### src/rtl/mem_pkg.sv
// Shared types and encodings for the memory stage of the 5-stage RV32I pipeline.
package mem_pkg;

  typedef enum logic {IDLE, WAIT} state_e;

  localparam logic [2:0] F3_B  = 3'b000;
  localparam logic [2:0] F3_H  = 3'b001;
  localparam logic [2:0] F3_W  = 3'b010;
  localparam logic [2:0] F3_BU = 3'b100;
  localparam logic [2:0] F3_HU = 3'b101;

  localparam logic [1:0] RS_ALU = 2'b00;
  localparam logic [1:0] RS_MEM = 2'b01;
  localparam logic [1:0] RS_PC4 = 2'b10;
  localparam logic [1:0] RS_UJ  = 2'b11;

endpackage

### src/rtl/mem_stage_load_align.sv
// Extracts the addressed byte/half/word from a bus read word and sign/zero-extends it.
module load_align
  import mem_pkg::*;
(
  input  logic [31:0] rdata,
  input  logic [1:0]  addr,
  input  logic [2:0]  funct3,
  output logic [31:0] ld_data
);

  logic [7:0]  byte_sel;
  logic [15:0] half_sel;

  always_comb begin
    byte_sel = rdata[{addr, 3'b000} +: 8];
    half_sel = addr[1] ? rdata[31:16] : rdata[15:0];
    case (funct3)
      F3_B:    ld_data = {{24{byte_sel[7]}}, byte_sel};
      F3_BU:   ld_data = {{24{1'b0}}, byte_sel};
      F3_H:    ld_data = {{16{half_sel[15]}}, half_sel};
      F3_HU:   ld_data = {{16{1'b0}}, half_sel};
      default: ld_data = rdata;
    endcase
  end

endmodule

### src/rtl/mem_stage.sv
// MEM stage: drives the req/ack data bus, stalls the front of the pipe while a
// transfer is outstanding, and registers the MEM/WB boundary.
module mem_stage
  import mem_pkg::*;
#(
  parameter int unsigned TOWIDTH = 8,
  parameter int unsigned TOMAX   = 255
) (
  input  logic        clk,
  input  logic        rstn,
  input  logic        regWrtm,
  input  logic        memWrtm,
  input  logic [1:0]  rsltSrcm,
  input  logic [2:0]  funct3m,
  input  logic [31:0] aluRsltm,
  input  logic [31:0] wrtDm,
  input  logic [31:0] pc4m,
  input  logic [31:0] ujWrtBckm,
  input  logic [4:0]  rdm,
  output logic        dReq,
  output logic        dWe,
  output logic [31:0] dAddr,
  output logic [31:0] dWdata,
  output logic [3:0]  dBe,
  input  logic        dAck,
  input  logic [31:0] dRdata,
  output logic        stallm,
  output logic        regWrtw,
  output logic [4:0]  rdw,
  output logic [31:0] rsltw,
  output logic        misalignw,
  output logic        busErrw
);

  state_e             state_q, state_d;
  logic [TOWIDTH-1:0] cnt_q, cnt_d;
  logic               regwrtw_q, regwrtw_d;
  logic [4:0]         rdw_q, rdw_d;
  logic [31:0]        rsltw_q, rsltw_d;
  logic               misalignw_q, misalignw_d;
  logic               buserrw_q, buserrw_d;

  logic        mem_op, misalign, req, stall, timeout;
  logic [31:0] ld_data, rslt_sel;

  assign mem_op = memWrtm | (rsltSrcm == RS_MEM);

  always_comb begin
    misalign = 1'b0;
    if ((funct3m == F3_H || funct3m == F3_HU) && aluRsltm[0])
      misalign = 1'b1;
    if (funct3m == F3_W && aluRsltm[1:0] != 2'b00)
      misalign = 1'b1;
  end

  always_comb begin
    state_d = state_q;
    cnt_d   = cnt_q;
    req     = 1'b0;
    stall   = 1'b0;
    timeout = 1'b0;
    case (state_q)
      IDLE: begin
        if (mem_op && !misalign) begin
          req = 1'b1;
          if (!dAck) begin
            stall   = 1'b1;
            state_d = WAIT;
            cnt_d   = '0;
          end
        end
      end
      WAIT: begin
        if (dAck) begin
          req     = 1'b1;
          state_d = IDLE;
        end else if (cnt_q == TOWIDTH'(TOMAX)) begin
          timeout = 1'b1;
          state_d = IDLE;
        end else begin
          req   = 1'b1;
          stall = 1'b1;
          cnt_d = cnt_q + 1'b1;
        end
      end
      default: state_d = IDLE;
    endcase
  end

  // Reset must silence the bus and release the pipe without waiting for an edge.
  assign dReq   = rstn & req;
  assign stallm = rstn & stall;

  assign dAddr = {aluRsltm[31:2], 2'b00};
  assign dWe   = memWrtm;

  always_comb begin
    dBe    = 4'b1111;
    dWdata = wrtDm;
    case (funct3m[1:0])
      2'b00: begin
        dBe    = 4'b0001 << aluRsltm[1:0];
        dWdata = {4{wrtDm[7:0]}};
      end
      2'b01: begin
        dBe    = aluRsltm[1] ? 4'b1100 : 4'b0011;
        dWdata = {2{wrtDm[15:0]}};
      end
      default: ;
    endcase
  end

  load_align u_load_align (
    .rdata  (dRdata),
    .addr   (aluRsltm[1:0]),
    .funct3 (funct3m),
    .ld_data(ld_data)
  );

  always_comb begin
    case (rsltSrcm)
      RS_ALU:  rslt_sel = aluRsltm;
      RS_MEM:  rslt_sel = ld_data;
      RS_PC4:  rslt_sel = pc4m;
      default: rslt_sel = ujWrtBckm;
    endcase
  end

  always_comb begin
    regwrtw_d   = 1'b0;
    rdw_d       = rdw_q;
    rsltw_d     = rsltw_q;
    misalignw_d = 1'b0;
    buserrw_d   = 1'b0;
    if (stall) begin
      regwrtw_d = 1'b0;
    end else if (timeout) begin
      buserrw_d = 1'b1;
    end else if (mem_op && misalign) begin
      misalignw_d = 1'b1;
    end else begin
      regwrtw_d = regWrtm & ~memWrtm;
      rdw_d     = rdm;
      rsltw_d   = rslt_sel;
    end
  end

  always_ff @(posedge clk or negedge rstn) begin
    if (!rstn) begin
      state_q     <= IDLE;
      cnt_q       <= '0;
      regwrtw_q   <= 1'b0;
      rdw_q       <= '0;
      rsltw_q     <= '0;
      misalignw_q <= 1'b0;
      buserrw_q   <= 1'b0;
    end else begin
      state_q     <= state_d;
      cnt_q       <= cnt_d;
      regwrtw_q   <= regwrtw_d;
      rdw_q       <= rdw_d;
      rsltw_q     <= rsltw_d;
      misalignw_q <= misalignw_d;
      buserrw_q   <= buserrw_d;
    end
  end

  assign regWrtw   = regwrtw_q;
  assign rdw       = rdw_q;
  assign rsltw     = rsltw_q;
  assign misalignw = misalignw_q;
  assign busErrw   = buserrw_q;

endmodule

### config.mk
export PLATFORM = sky130hd
export DESIGN_NAME = mem_stage
export DESIGN_NICKNAME = d
export VERILOG_FILES = /design/src/rtl/mem_pkg.sv /design/src/rtl/mem_stage_load_align.sv /design/src/rtl/mem_stage.sv
export SDC_FILE = /design/constraint.sdc
export NUM_CORES = 1
export LEC_CHECK = 0
export BUFFER_PORTS_ARGS = -buffer_cell sky130_fd_sc_hd__buf_2
export CAP_MARGIN = 10
export CORE_AREA = 5 5 108 110
export DETAILED_ROUTE_END_ITERATION = 7
export DIE_AREA = 0 0 113 115
export HOLD_SLACK_MARGIN = 0.12
export PLACE_DENSITY = 0.81
export SYNTH_ARGS = -nofsm -noshare
export SYNTH_HDL_FRONTEND = slang
export SYNTH_SLANG_ARGS = --single-unit
### constraint.sdc
create_clock -name clk -period 2.75 [get_ports clk]
set_input_delay 0.55 -clock clk [delete_from_list [all_inputs] [get_ports clk]]
set_output_delay 0.55 -clock clk [all_outputs]
set_load 0.01 [all_outputs]
==> metrics <==
Residual DRC 0; final hold violation count 0; Placer Congestion between 0.8 and 0.9; number of max-cap violations 0; headroom to the max-slew limit 53.1%; CTS tree done; Worst Max-Slew Pin Slew between 0.7 and 0.8 ns; wirelength, routed 16400 µm; Routed Antenna Nets 0; Reg-to-Reg End cnt_q[5]; status finished, final reports clean; Synth Flop Type dfrtp_1; maximum clock path buffer count 2; Tightest Hold Check Type input pin to flop; Ports 286; htree depth 2; Initial DRT Pass Iterations 4; area leader, netlist dfrtp_1; first-pass GRT wire length 24600 µm; initial antenna violation count 0; Die W 113 µm; Vias around 4700; Area Overhead vs Synth 33.4%; Setup CP Type flop to output pin; post-cts resize count 0; Initial Util between 30 and 40%; Chip Height 115 µm; fin crit share 92.2%; setup bufs post-CTS 0; hold_buf cts 1; crit path max fanout 5; worst setup path startpoint cnt_q[0]; Yosys top cell area share 29.4%; largest net degree at the start of global routing 49; Tot GR Track Use around a quarter; fill count 1094; setup TNS 0 ns; Post-synth EDFFs 0; setup violators final 0; Setup crit end kind output pin; R2R cell count 6; area of the die 13000 µm²; Area contributors post-synth dfrtp_1 (29%), mux2_2 (8.4%), buf_4 (7.7%), nand2_1 (7.7%), o21ai_0 (5.3%); CP max stage delay 0.44 ns; CP arrival 1.99 ns; antenna diode count 0; CP dominant cell by count nand2_1; Max Freq 394 MHz; total leakage power 2.85 nW; Clk Latency, worst-skew pair 0.31 ns; Async SR Flop Fraction 100%; core area 10600 µm²; Seq/Total Area, Yosys 29.4%; share of cells above drive strength 1 45.8%; Syn Area/Cell slightly below 8 µm²; Yosys reg bits 49; slowest CP cell dfrtp_1; vias in the first global route 4626; Bufs and invs on worst path 1; Synth Warn # 0; count leader, synth nand2_1; Max Slew Vio Count 0; CP cell instances ha_1 -> and3_1 -> nand2_1 -> nand2_1 -> a21oi_1 -> and2_1 -> buf_2; reg2reg setup slack about 0.90 ns; Max IR drop VDD ~0.00021 V; P per Cell Area 416 nW/µm²; clk sinks 49; post-route insts no fill 899; nets 934; critical path's top delay family simple AND/OR/NAND/NOR gates; Port Buffers 283; FP Rows 38; Commonest cells post-synth nand2_1 (85), dfrtp_1 (49), nor2_1 (45); CP startpoint kind flop; Worst R2R Start cnt_q[0]; total grt overflow 0; first-iteration detailed-routing DRC count 289; CP required 2.20 ns; CP Depth 7; Period minus WS final around 2.5 ns; Post-Syn Instances 528; Placed Cells roughly 900; CTS buffer count 5; routed len/inst 18.2 µm; Clock transition at path regs 0.10 ns; clock skew 0.00895 ns; Synth cell types 51; Post-DP HPWL 13500 µm; synthesized cell area between 4000 and 5000 µm²; via/cell ratio 5.25; clock root cell clkbuf_8; RSZ-0062 raised after global routing false; Setup crit end stallm
-- stage by stage --
step / total power [mW] / worst slack, ns / utilization (%) / cell area, µm² / hold slack (ns)
final: 2.32 / 0.215 / 52.5 / 5560 / 0.431
after global routing: 2.45 / 0.0958 / 52.5 / 5560 / 0.439
after CTS: 2.34 / 0.213 / 52.5 / 5560 / 0.426
after detailed placement: 1.78 / 0.251 / 51.2 / 5430 / 0.352
after global placement: 1.76 / 0.284 / 51.2 / 5430 / 0.352
after floorplan: 1.38 / 0.390 / - / 4170 / 0.254
-- per-layer routing --
layer / GRT usage (%) / vias up / share of wire, %
met2: 42.6 / 211 / 50
met4: 7.37 / 0 / 2.3
li1: - / 2317 / -
met1: 29.4 / 2165 / 40
met5: 0 / - / 0
met3: 4.79 / 26 / 7.7
-- power by group --
group	internal [mW]	switching, mW
sequential	0.820	0.0611
combinational	0.391	0.483
clock	0.296	0.264
-- cell usage in the layout (no fill, tap or decap), drive strengths merged, types with 3 or more instances in the layout --
| cell type | Yosys | final |
|---|---|---|
| nand3 | 7 | 7 |
| mux2 | 36 | 36 |
| dfrtp | 49 | 49 |
| a311oi | 7 | 7 |
| nand2 | 85 | 85 |
| a31oi | 6 | 6 |
| a21o | 8 | 8 |
| o21ai | 45 | 45 |
| nor2b | 5 | 5 |
| and3 | 7 | 7 |
| mux2i | 16 | 16 |
| a211oi | 4 | 4 |
| nand2b | 8 | 8 |
| nor2 | 46 | 46 |
| buf | 64 | 302 |
| o31ai | 21 | 21 |
| clkbuf | 17 | 6 |
| nor3 | 3 | 3 |
| a221oi | 7 | 7 |
| a22o | 3 | 3 |
| o22ai | 15 | 15 |
| inv | 5 | 5 |
| a21oi | 35 | 35 |
-- how the worst min path moves through the flow --
stage,start,endpoint,slack (ns),cells past startpoint
CTS,memWrtm,regWrtw,0.43,2
global placement,rstn,state_q,0.35,1
detailed placement,rstn,state_q,0.35,1
floorplan,rstn,busErrw,0.25,0
global route,memWrtm,regWrtw,0.44,2
finish,memWrtm,regWrtw,0.43,2
-- cells by family after synthesis --
group / after synthesis / synth area share [%]
xor gates and xnor gates: 3 / 0.630
DFF: 49 / 29.4
muxes: 53 / 14.1
AOI/OAI and AO/OA: 163 / 25.2
adders and majority gates: 1 / 0.300
and+or+nand+nor: 172 / 18.1
buffers and inverters: 86 / 12.1
other: 1 / 0.0899
-- final cells by class --
cell class                      instances  area, µm²  area share, %
Timing Repair Buffer                  303       1580           28.4
Tap cell                              140        175           3.15
Clock buffer                            6       82.6           1.48
Multi-Input combinational cell        394       2440           43.9
Inverter                                5       18.8          0.337
Clock inverter                          2       37.5          0.675
Sequential cell                        49       1230           22.0
-- sequential cells by signal, indices dropped and copies added, names as in the netlist --
| signal | flops |
|---|---|
| rsltw | 32 |
| cnt_q | 8 |
| rdw | 5 |
| busErrw | 1 |
| misalignw | 1 |
| regWrtw | 1 |
| state_q | 1 |
-- worst reg2reg max path: stages (launching register included) --
cell	delay [ns]
dfrtp_1	0.44
ha_1	0.28
and3_1	0.23
a211oi_1	0.43
nand3_1	0.15
xor2_1	0.15
nor2_1	0.06
Note: power is estimated with default switching activity, not from simulation.
